$ cat src/rtl/stopwatch_pkg.sv
// Shared state encoding and BCD limits for the stopwatch time counter.
package stopwatch_pkg;

  typedef enum logic [1:0] {
    ST_RUN    = 2'd0,
    ST_PAUSED = 2'd1,
    ST_ADJUST = 2'd2
  } state_t;

  localparam logic [3:0] SEC_TENS_MAX = 4'd5;
  localparam logic [3:0] DIGIT_MAX    = 4'd9;

  // Seconds field limit (59) expressed as a binary value for the counter.
  localparam logic [6:0] SEC_LIMIT = 7'(int'(SEC_TENS_MAX) * 10 + int'(DIGIT_MAX));

endpackage

$ cat src/rtl/bcd_mod60_counter.sv
// Two-digit BCD counter that wraps to 00 after reaching a binary limit (<= 59).
module bcd_mod60_counter
  import stopwatch_pkg::*;
(
  input  logic       clk,
  input  logic       rst,
  input  logic       inc,
  input  logic [6:0] limit,
  output logic [3:0] tens,
  output logic [3:0] ones,
  output logic       carry
);

  logic [6:0] limit_tens;
  logic [6:0] limit_ones;
  logic       at_limit;

  // limit is tied to a constant at every instance, so this folds away.
  assign limit_tens = limit / 7'd10;
  assign limit_ones = limit % 7'd10;
  assign at_limit   = ({3'b000, tens} == limit_tens) && ({3'b000, ones} == limit_ones);
  assign carry      = inc && at_limit;

  // NOTE: sequential state uses non-blocking assignments so every flop samples pre-edge values.
  always_ff @(posedge clk) begin
    if (rst) begin
      tens <= 4'd0;
      ones <= 4'd0;
    end else if (inc) begin
      if (at_limit) begin
        tens <= 4'd0;
        ones <= 4'd0;
      end else if (ones == DIGIT_MAX) begin
        tens <= tens + 4'd1;
        ones <= 4'd0;
      end else begin
        ones <= ones + 4'd1;
      end
    end
  end

endmodule

$ cat src/rtl/stopwatch_time_counter.sv
// MM:SS stopwatch counter driven by edges of the divider tick level.
// Define STOPWATCH_TICK_SYNC_EN to insert a two-flop synchronizer on tick_in.
module stopwatch_time_counter
  import stopwatch_pkg::*;
#(
  parameter int MAX_MIN = 59
) (
  input  logic       clk,
  input  logic       rst,
  input  logic       tick_in,
  input  logic       pause,
  input  logic       adj,
  input  logic       sel,
  output logic [3:0] min_tens,
  output logic [3:0] min_ones,
  output logic [3:0] sec_tens,
  output logic [3:0] sec_ones,
  output logic       running,
  output logic       wrap
);

  localparam logic [6:0] MIN_LIMIT = 7'(MAX_MIN);

  state_t state;
  state_t state_next;
  logic   sampled;
  logic   tick_prev;
  logic   rise;
  logic   any_edge;
  logic   sec_inc;
  logic   sec_carry;
  logic   min_inc;
  logic   min_carry;

`ifdef STOPWATCH_TICK_SYNC_EN
  logic sync_q1;
  logic sync_q2;

  always_ff @(posedge clk) begin
    if (rst) begin
      sync_q1 <= 1'b0;
      sync_q2 <= 1'b0;
    end else begin
      sync_q1 <= tick_in;
      sync_q2 <= sync_q1;
    end
  end

  assign sampled = sync_q2;
`else
  assign sampled = tick_in;
`endif

  assign rise     = sampled & ~tick_prev;
  assign any_edge = sampled ^ tick_prev;

  // tick_prev tracks in every state, so leaving PAUSED/ADJUST never replays an edge.
  always_ff @(posedge clk) begin
    if (rst) begin
      tick_prev <= 1'b0;
      state     <= ST_PAUSED;
    end else begin
      tick_prev <= sampled;
      state     <= state_next;
    end
  end

  // NOTE: defaults first in always_comb so no path leaves a variable unassigned (no latch).
  always_comb begin
    state_next = ST_RUN;
    if (adj) begin
      state_next = ST_ADJUST;
    end else if (pause) begin
      state_next = ST_PAUSED;
    end
  end

  // Edges are applied under the currently registered state.
  assign sec_inc = ((state == ST_RUN) && rise) || ((state == ST_ADJUST) && any_edge && sel);
  assign min_inc = ((state == ST_RUN) && sec_carry) || ((state == ST_ADJUST) && any_edge && !sel);

  bcd_mod60_counter u_sec (
    .clk   (clk),
    .rst   (rst),
    .inc   (sec_inc),
    .limit (SEC_LIMIT),
    .tens  (sec_tens),
    .ones  (sec_ones),
    .carry (sec_carry)
  );

  bcd_mod60_counter u_min (
    .clk   (clk),
    .rst   (rst),
    .inc   (min_inc),
    .limit (MIN_LIMIT),
    .tens  (min_tens),
    .ones  (min_ones),
    .carry (min_carry)
  );

  always_ff @(posedge clk) begin
    if (rst) begin
      wrap <= 1'b0;
    end else begin
      wrap <= (state == ST_RUN) && sec_carry && min_carry;
    end
  end

  assign running = (state == ST_RUN);

endmodule

$ cat config.mk
export PLATFORM = sky130hd
export DESIGN_NAME = stopwatch_time_counter
export DESIGN_NICKNAME = d
export VERILOG_FILES = /design/src/rtl/stopwatch_pkg.sv /design/src/rtl/bcd_mod60_counter.sv /design/src/rtl/stopwatch_time_counter.sv
export SDC_FILE = /design/constraint.sdc
export NUM_CORES = 1
export LEC_CHECK = 0
export ABC_AREA = 1
export BUFFER_PORTS_ARGS = -buffer_cell sky130_fd_sc_hd__buf_2
export CAP_MARGIN = 25
export CORE_MARGIN = 1
export CORE_UTILIZATION = 53
export DETAILED_ROUTE_END_ITERATION = 6
export PLACE_DENSITY = 0.78
export SLEW_MARGIN = 20
export SYNTH_ARGS = -nofsm -noshare
export SYNTH_HDL_FRONTEND = slang
export SYNTH_SLANG_ARGS = --single-unit
$ cat constraint.sdc
create_clock -name clk -period 1.75 [get_ports clk]
set_input_delay 0.4375 -clock clk [delete_from_list [all_inputs] [get_ports clk]]
set_output_delay 0.4375 -clock clk [all_outputs]
set_load 0.03 [all_outputs]
Word-level counts from Yosys, hierarchy flattened
Index checks and enable logic that the tools add are counted.
{"block": "totals", "in_bits": 6, "output_inout_bits": 18, "ff_bits": 20}
{"block": "op_classes", "eq_ne": 5, "bitwise_logic": 3, "addsub": 4, "n_reduce_logical": 18, "n_mux": 10}
{"op": "$mux 4", "n": 8}
{"op": "$add 4x1->4 const B", "n": 4}
{"op": "$logic_and 1x1->1", "n": 10}
{"op": "$eq 4x3->1 const B", "n": 2}
{"op": "$eq 4x4->1 const B", "n": 2}
{"op": "$reduce_and 2->1", "n": 2}
{"op": "$reduce_bool 2->1", "n": 2}
{"op": "$eq 2x2->1 const B", "n": 1}
{"op": "$logic_not 2->1", "n": 1}
{"op": "$logic_or 1x1->1", "n": 2}
{"op": "$mux 2", "n": 1}
{"op": "$and 1x1->1", "n": 1}
{"op": "$logic_not 1->1", "n": 1}
{"op": "$mux 1", "n": 1}
{"op": "$not 1->1", "n": 1}
{"op": "$xor 1x1->1", "n": 1}

Longest topological paths before layout
Gate-level depths: netlist (run 1).
{"block": "depth", "ltp_word": 9, "ltp_mapped": 12, "depth_no_buf": 12}

Cells and area by module
From an unflattened synthesis (run 1), not the netlist that was laid out.
{"block": "unflattened", "hier_cells": 316, "area_unflattened_um2": 2013.2}
{"module": "bcd_mod60_counter (u_min)", "seq_area_each_um2": 160.2, "area_per_inst_um2": 945.9, "n_inst": 1, "cells_each": 139}
{"module": "bcd_mod60_counter (u_sec)", "seq_area_each_um2": 160.2, "area_per_inst_um2": 878.3, "n_inst": 1, "cells_each": 149}
{"module": "stopwatch_time_counter", "seq_area_each_um2": 80.1, "area_per_inst_um2": 188.9, "n_inst": 1, "cells_each": 28}

Least setup slack after synthesis (run 1)
Ideal clock, no wire load.
{"block": "synth_path", "path_type": "register to register", "start": "reg u_sec.tens[0]", "end": "reg u_min.tens[0]", "path_slack_ps": 99, "arrival_ps": 1535, "setup_time_ps": 116, "path_buffers": 1, "stages_incl_launch_ff": 12, "synth_period_minus_slack_ps": 1651, "path_cell_list": "dfxtp_1 ha_1 inv_1 nor2_1 nand3_2 nor2_4 nand2_4 nand2_4 buf_6 nand3_1 nand2_1 nor2_1"}
{"block": "synth_between", "elab_chain_cells": 6}
{"element": "start: declaration", "line_no": "bcd_mod60_counter.sv:9", "text": "output logic [3:0] tens,"}
{"element": "start signal: assignment", "line_no": "bcd_mod60_counter.sv:34", "text": "tens <= tens + 4'd1;"}
{"element": "$eq 4x3->1", "line_no": "bcd_mod60_counter.sv:21", "text": "assign at_limit = ({3'b000, tens} == limit_tens) && ({3'b000, ones} == limit_ones);"}
{"element": "$logic_and 1x1->1", "line_no": "bcd_mod60_counter.sv:21"}
{"element": "$logic_and 1x1->1", "line_no": "bcd_mod60_counter.sv:22", "text": "assign carry = inc && at_limit;"}
{"element": "$logic_and 1x1->1", "line_no": "stopwatch_time_counter.sv:80", "text": "assign min_inc = ((state == ST_RUN) && sec_carry) || ((state == ST_ADJUST) && any_edge && !sel);"}
{"element": "$logic_or 1x1->1", "line_no": "stopwatch_time_counter.sv:80"}
{"element": "$reduce_and 2->1 (no source line)"}
{"element": "end signal: assignment", "line_no": "bcd_mod60_counter.sv:34"}
{"element": "end: declaration", "line_no": "bcd_mod60_counter.sv:9"}
No other way between the ends.
A chain may end at the register's enable or synchronous reset.

Worst setup path after layout (run 1)
{"block": "layout_path", "start": "reg u_sec.tens[0]", "end": "reg u_min.tens[2]"}
Same word-level chain as after synthesis.

==> insert_results.sql, run 1 <==
INSERT INTO impl_metrics (metric_group, metric, value, unit) VALUES
('pwr', 'power-per-cell-area', '593', 'nW/um^2'),
('yosys', 'synth_area_leaders', 'sky130_fd_sc_hd__dfxtp_1, sky130_fd_sc_hd__ha_1, sky130_fd_sc_hd__nand2_1', ''),
('layout', 'diodes', '0', ''),
('layout', 'post-route-cell-area', '1280', 'um^2'),
('setup_path', 'required', '1.96', 'ns'),
('die', 'fp-row-count', '16', ''),
('layout', 'multi_input_comb_area', '616', 'um^2'),
('setup_path', 'critical_path_launch_point_type', 'flop', ''),
('status', 'status', 'finished, final reports clean', ''),
('clock_network', 'post_cts_buffers', '0', ''),
('route', 'remaining_drc_errors', '0', ''),
('sta', 'final-max-slew-violation-count', '0', ''),
('place', 'post_dp_cell_area', '1260', 'um^2'),
('yosys', 'ys_types', '29', ''),
('yosys', 'post-synth-top-area-fraction', '36.0', '%'),
('yosys', 'synth_async_sr_flop_share', '0', '%'),
('min_path', 'worstHoldStart', 'pause', ''),
('layout', 'fillCellCount', '203', ''),
('min_path', 'holdPathStages', '3', ''),
('sta', 'max-slew-margin-rel', '81.7', '%'),
('yosys', 'syn_inst', '145', ''),
('yosys', 'synth_adder_area_share', '10.1', '%'),
('layout', 'area_growth_from_synthesis_to_layout', '15.1', '%'),
('die', 'chipHeight', '47.8', 'um'),
('layout', 'finalNetCount', '188', ''),
('yosys', 'synth_simple_gate_area_share', '32.8', '%'),
('yosys', 'netlist.top_cell.by_area', 'sky130_fd_sc_hd__dfxtp_1', ''),
('layout', 'final_layout_size_suffix_gt1_share', '24.6', '%'),
('yosys', 'ys_seq_area_share', '36.0', '%'),
('setup_path', 'crit_fanout', '13', ''),
('clock_network', 'clkSinkCount', '20', ''),
('route', 'detail_route.vias_per_cell', '4.83', ''),
('clock_network', 'cts_hold_buf', '0', ''),
('die', 'die_area', '2290', 'um^2'),
('yosys', 'yosys_most_used_dff', 'sky130_fd_sc_hd__dfxtp_1', ''),
('die', 'ioPinCount', '24', ''),
('route', 'detailedRoute.firstIterationViolations', '16', ''),
('setup_path', 'critPathArrivalTime', '1.75', 'ns'),
('sta', 'worst_hold_slack_after_final_layout', '0.329', 'ns'),
('clock_network', 'clock_tree.buffer_depth', '2', ''),
('clock_network', 'cts.root.buffer_cell', 'sky130_fd_sc_hd__clkbuf_4', ''),
('setup_path', 'cp-end-kind', 'flop', ''),
('sta', 'final_hold_viol_count', '0', ''),
('sta', 'rsz0062_at_grt', 'false', ''),
('yosys', 'synthesis.nets', '160', ''),
('setup_path', 'ff2ff_setup_slack', '0.21', 'ns'),
('yosys', 'muxShareOfSynthArea', '0.899', '%'),
('pwr', 'p_leak', '0.629', 'nW'),
('clock_network', 'tritoncts_buffer_count', '3', ''),
('die', 'dieWidth', '47.8', 'um'),
('yosys', 'yosys_warnings', '0', ''),
('global_route', 'pin_count_of_the_biggest_net_entering_global_routing', '14', ''),
('die', 'placeableCoreArea', '1960', 'um^2'),
('yosys', 'synth_edf_count', '0', ''),
('min_path', 'timing.hold.worst.class', 'primary input to flop', ''),
('global_route', 'wire_length_of_the_first_global_routing_pass', '3330', 'um'),
('route', 'drt_total_wl', '2110', 'um'),
('yosys', 'synth-seq-cells', '20', ''),
('route', 'dr_total_vias', '956', ''),
('yosys', 'syn-cell-area', '1110', 'um^2'),
('yosys', 'synth.avg_cell_area', '7.68', 'um^2'),
('run', 'maxCapViolCount', '0', ''),
('route', 'wire_per_inst', '10.6', 'um'),
('clock_network', 'clk_transition_reported_paths', '0.11', 'ns'),
('layout', 'layout.area.seq', '400', 'um^2'),
('yosys', 'synth_xor_area_share', '2.36', '%'),
('setup_path', 'worstSetupPathType', 'flop to flop', ''),
('setup_path', 'critical_r2r_capture', 'u_min.tens[2]', ''),
('sta', 'max_clk_rate', '649', 'MHz'),
('yosys', 'synth-compound-area-share', '9.10', '%'),
('sta', 'layout_worst_path_cycle_share', '88.0', '%');
area by class of cell:
cell class / instances / share of cell area [%]
flip-flops and latches: 20 / 31.2
well taps: 27 / 2.64
multi-input cells: 102 / 48.0
inverters: 21 / 6.15
clock buffers: 3 / 1.76
repair buffers: 25 / 10.2
routing by layer:
metal,track usage [%],part of all wire [%],vias up,routed length [um]
met5,0,0,-,0
met4,13.3,1.6,0,34
met3,4.53,2.8,4,59
met2,34.3,47,13,984
met1,25.9,49,418,1030
li1,-,-,521,-
power breakdown:
group	switching, mW	leakage, nW	internal (mW)
Clock	0.136	0.0138	0.0802
Combinational	0.0471	0.452	0.0237
Sequential	0.00893	0.162	0.464
Total	0.192	0.629	0.567
cells in the final DEF, fill, tap and decap left out, types with 2 or more instances in the layout:
| cell | n |
|---|---|
| sky130_fd_sc_hd__buf_2 | 23 |
| sky130_fd_sc_hd__nand2_1 | 22 |
| sky130_fd_sc_hd__inv_1 | 20 |
| sky130_fd_sc_hd__dfxtp_1 | 20 |
| sky130_fd_sc_hd__nor2_1 | 17 |
| sky130_fd_sc_hd__nand3_1 | 11 |
| sky130_fd_sc_hd__a21oi_1 | 9 |
| sky130_fd_sc_hd__ha_1 | 9 |
| sky130_fd_sc_hd__nor3_1 | 5 |
| sky130_fd_sc_hd__nor2_4 | 3 |
| sky130_fd_sc_hd__nand4_1 | 3 |
| sky130_fd_sc_hd__o21ai_1 | 3 |
| sky130_fd_sc_hd__clkbuf_4 | 3 |
| sky130_fd_sc_hd__nand3_2 | 2 |
| sky130_fd_sc_hd__nand2_2 | 2 |
| sky130_fd_sc_hd__nand2_4 | 2 |
| sky130_fd_sc_hd__or2_2 | 2 |
| sky130_fd_sc_hd__xor2_1 | 2 |
| sky130_fd_sc_hd__buf_4 | 2 |
worst max-delay path, stage by stage (launching register included):
cell                      delay, ns
sky130_fd_sc_hd__dfxtp_1       0.43
sky130_fd_sc_hd__ha_1          0.17
sky130_fd_sc_hd__inv_1         0.04
sky130_fd_sc_hd__nor2_1        0.13
sky130_fd_sc_hd__nand3_2       0.10
sky130_fd_sc_hd__nor2_4        0.12
sky130_fd_sc_hd__nand2_4       0.06
sky130_fd_sc_hd__nand2_4       0.13
sky130_fd_sc_hd__nand2_1       0.11
sky130_fd_sc_hd__nor2_1        0.11
sky130_fd_sc_hd__nor2_1        0.05
worst max-delay path by stage:
stage                        from       endpoint  slack [ns]  depth (start not counted)
finish              u_sec.tens[0]  u_min.tens[2]        0.21                         10
global route        u_sec.tens[0]  u_min.tens[2]        0.08                         10
CTS                 u_sec.tens[0]  u_min.tens[2]        0.20                         10
detailed placement        tick_in  u_min.tens[2]       -0.01                         10
global placement          tick_in  u_min.tens[2]        0.07                         10
floorplan           u_sec.tens[0]  u_min.tens[0]         0.1                         11
stage by stage:
stage	power (mW)	utilization [%]	worst slack (ns)	setup TNS (ns)	instances
2_1_floorplan	0.531	-	0.0993	0	145
3_3_place_gp	0.551	64.2	0.0709	0	195
3_5_place_dp	0.554	64.2	-0.0119	-0.0119	195
4_1_cts	0.763	65.3	0.204	0	198
5_1_grt	0.794	65.3	0.0788	0	198
6_report	0.760	65.3	0.209	0	198
registers in the layout, summed over array words and instances (netlist names):
signal,count
state,2
u_min.tens,4
u_sec.tens,4
u_min.ones,4
wrap,1
tick_prev,1
u_sec.ones,4
logic make-up after synthesis:
logic type	count (synthesis)
AO/OA/AOI/OAI	17
XOR/XNOR	3
adder cells (fa/ha/maj)	9
buffers and inverters	23
flip-flops	20
multiplexers	1
AND/OR/NAND/NOR	72
Yosys cell counts (all sizes together), types with 2 or more instances:
| master | n |
|---|---|
| nor3 | 5 |
| xor2 | 2 |
| nand2 | 26 |
| ha | 9 |
| o21ai | 4 |
| nor2 | 20 |
| a21oi | 10 |
| or2 | 3 |
| buf | 2 |
| dfxtp | 20 |
| nand4 | 3 |
| nand3 | 13 |
| inv | 20 |
No activity file was read; power rests on OpenSTA's default activity.
==> inputs of run 2 (changes only) <==
==> constraint.sdc (replaced) <==
create_clock -name clk -period 1.45 [get_ports clk]
set_input_delay 0.3625 -clock clk [delete_from_list [all_inputs] [get_ports clk]]
set_output_delay 0.3625 -clock clk [all_outputs]
set_load 0.03 [all_outputs]
==> run 2 against run 1 <==
Effect of this change: clock skew rose by 0.0058 ns; total power rose by 31%; critical path type unchanged; non-clock buffer count rose by 7; the flow now finishes with violations (negative setup slack); critical endpoint is now u_sec.ones[2]; final cell count rose by 4.5%.
==> insert_results.sql, run 2 (same netlist as run 1, synthesis figures left out) <==
INSERT INTO impl_metrics (metric_group, metric, value, unit) VALUES
('clock_network', 'insertion_delay', '0.30', 'ns'),
('route', 'ant_nets', '0', ''),
('place', 'port-buffer-count', '23', ''),
('route', 'remaining_drc_errors', '0', ''),
('die', 'dieWidth', '47.8', 'um'),
('clock_network', 'cts.htree.levels', '1', ''),
('setup_path', 'critical_path_launch_point_type', 'flop', ''),
('global_route', 'wire_length_of_the_first_global_routing_pass', '3390', 'um'),
('place', 'global_placement_routability_congestion', '0.772', ''),
('layout', 'final_layout_size_suffix_gt1_share', '39.4', '%'),
('min_path', 'hold-path-endpoint', 'state[0]', ''),
('setup_path', 'ff2ff_setup_slack', '-0.02', 'ns'),
('setup_path', 'worstSetupPathType', 'flop to flop', ''),
('die', 'ioPinCount', '24', ''),
('clock_network', 'cts.root.buffer_cell', 'sky130_fd_sc_hd__clkbuf_4', ''),
('setup_path', 'cp-end-kind', 'flop', ''),
('sta', 'final_hold_viol_count', '0', ''),
('die', 'fp-row-count', '16', ''),
('global_route', 'pin_count_of_the_biggest_net_entering_global_routing', '12', ''),
('layout', 'finalNetCount', '196', ''),
('global_route', 'grt_pass1_vias', '846', ''),
('setup_path', 'crit_fanout', '5', ''),
('route', 'met2RoutedLength', '1210', 'um'),
('sta', 'max_clk_rate', '682', 'MHz'),
('setup_path', 'critPathArrivalTime', '1.65', 'ns'),
('route', 'drtPass1Iterations', '4', ''),
('sta', 'fin_crit', '1.47', 'ns'),
('setup_path', 'required', '1.64', 'ns'),
('sta', 'final-max-slew-violation-count', '0', ''),
('global_route', 'gr-total-overflow', '0', ''),
('pwr', 'power-per-cell-area', '696', 'nW/um^2'),
('pwr', 'irDropWorstVdd', '0.000424', 'V'),
('pwr', 'total_power', '0.999', 'mW'),
('route', 'wirelength_met1', '1040', 'um'),
('setup_path', 'critical_r2r_capture', 'u_sec.ones[2]', ''),
('die', 'floorplan.initialDensity', '56.8', '%'),
('route', 'dr_total_vias', '1045', ''),
('run', 'maxCapViolCount', '0', ''),
('route', 'routed-wl-met3', '80', 'um'),
('sta', 'max-slew-margin-rel', '79.3', '%'),
('route', 'detailedRoute.firstIterationViolations', '21', ''),
('place', 'post-dp-hpwl', '1620', 'um'),
('status', 'failed_checks', 'negative setup slack', ''),
('route', 'drt_total_wl', '2370', 'um'),
('setup_path', 'rr_worst_depth', '9', ''),
('clock_network', 'clk_transition_reported_paths', '0.11', 'ns'),
('layout', 'most_used_cells_in_the_layout_excluding_fill_and_tap_cells', 'sky130_fd_sc_hd__buf_2, sky130_fd_sc_hd__nand2_1, sky130_fd_sc_hd__inv_1, sky130_fd_sc_hd__nor2_1, sky130_fd_sc_hd__dfxtp_1', ''),
('layout', 'diodes', '0', ''),
('sta', 'fin_worst_skew', '0.0132', 'ns'),
('clock_network', 'clkSinkCount', '20', ''),
('sta', 'rsz0062_at_grt', 'true', ''),
('die', 'die_area', '2290', 'um^2'),
('pwr', 'p_leak', '0.695', 'nW'),
('global_route', 'groute.usage.overall', '21.0', '%'),
('route', 'wire_per_inst', '11.5', 'um'),
('min_path', 'timing.hold.worst.class', 'primary input to flop', ''),
('clock_network', 'tritoncts_buffer_count', '3', ''),
('sta', 'max_slew.worst_pin.slew', '0.308', 'ns'),
('sta', 'layout_worst_path_cycle_share', '101', '%'),
('clock_network', 'clock_tree.buffer_depth', '2', ''),
('layout', 'mostFrequentLayoutCell', 'sky130_fd_sc_hd__buf_2', ''),
('layout', 'area_growth_from_synthesis_to_layout', '28.9', '%'),
('die', 'placeableCoreArea', '1960', 'um^2'),
('setup_path', 'r2r_startpoint', 'tick_prev', ''),
('place', 'preCtsSetupSlack', '-0.188', 'ns'),
('route', 'detail_route.vias_per_cell', '5.05', ''),
('global_route', 'antenna_violations_before_repair', '0', ''),
('die', 'chipHeight', '47.8', 'um'),
('min_path', 'holdPathStages', '3', ''),
('sta', 'final-setup-viol-count', '3', ''),
('status', 'status', 'finished with violations', ''),
('min_path', 'worstHoldStart', 'pause', ''),
('clock_network', 'cts_tree', 'built', ''),
('sta', 'postLayoutSetupSlackWorst', '-0.0155', 'ns'),
('route', 'maxUsedRoutingLayer', 'met4', '');
-- run 2: area by class of cell --
cell class	instances	area, um^2
well taps	27	33.8
clock buffers	4	36.3
inverters	21	78.8
flip-flops and latches	20	410
multi-input cells	103	688
fillers	150	527
repair buffers	32	188
-- run 2: metrics by stage --
stage          hold slack (ns)  cell area, um^2  setup TNS, ns  util (%)  std cells
6_report                 0.268             1440        -0.0290      73.2        207
2_1_floorplan            0.425             1120       -0.00338         -        145
3_3_place_gp             0.504             1300          -1.70      66.3        199
4_1_cts                  0.256             1370        -0.0313      69.8        205
3_5_place_dp             0.509             1300          -2.23      66.3        199
5_1_grt                  0.288             1440          -1.20      73.2        207
-- run 2: how the worst max path moves through the flow --
stage,startpoint,endpoint,slack [ns],depth (start not counted)
3_5_place_dp,tick_in,u_min.tens[2],-0.19,10
6_report,tick_prev,u_sec.ones[2],-0.02,9
2_1_floorplan,tick_in,u_min.tens[1],-0.002,10
4_1_cts,tick_prev,u_sec.tens[0],-0.02,8
5_1_grt,tick_prev,u_min.tens[2],-0.10,11
3_3_place_gp,tick_in,u_sec.tens[0],-0.15,8
-- run 2: where the power goes --
part | internal, mW | total, mW | leakage (nW) | switching (mW)
clock network | 0.153 | 0.329 | 0.0210 | 0.176
registers | 0.559 | 0.569 | 0.165 | 0.0105
logic | 0.0366 | 0.100 | 0.509 | 0.0635
-- run 2: metal layers --
metal  up-vias  track usage [%]
li1        540                -
met3         6             3.40
met5         -                0
met2        25             35.9
met4         0             7.22
met1       474             26.5
-- run 2: critical path: stages (launching register included) --
cell and delay (ns):
sky130_fd_sc_hd__dfxtp_2 0.34, sky130_fd_sc_hd__inv_2 0.04, sky130_fd_sc_hd__ha_4 0.22, sky130_fd_sc_hd__inv_2 0.05, sky130_fd_sc_hd__nand4_1 0.11, sky130_fd_sc_hd__nand2_2 0.19, sky130_fd_sc_hd__buf_2 0.20, sky130_fd_sc_hd__nand2_1 0.08
sky130_fd_sc_hd__nor2_1 0.09, sky130_fd_sc_hd__nor3_1 0.05
-- run 2: timing repair --
item                                    CTS  global route
hold buffers                              0             0
setup buffers                             1             1
endpoints found under the setup margin    6            17
pin swaps                                 2             7
gates cloned                              1             1
gates resized for setup                   2            16
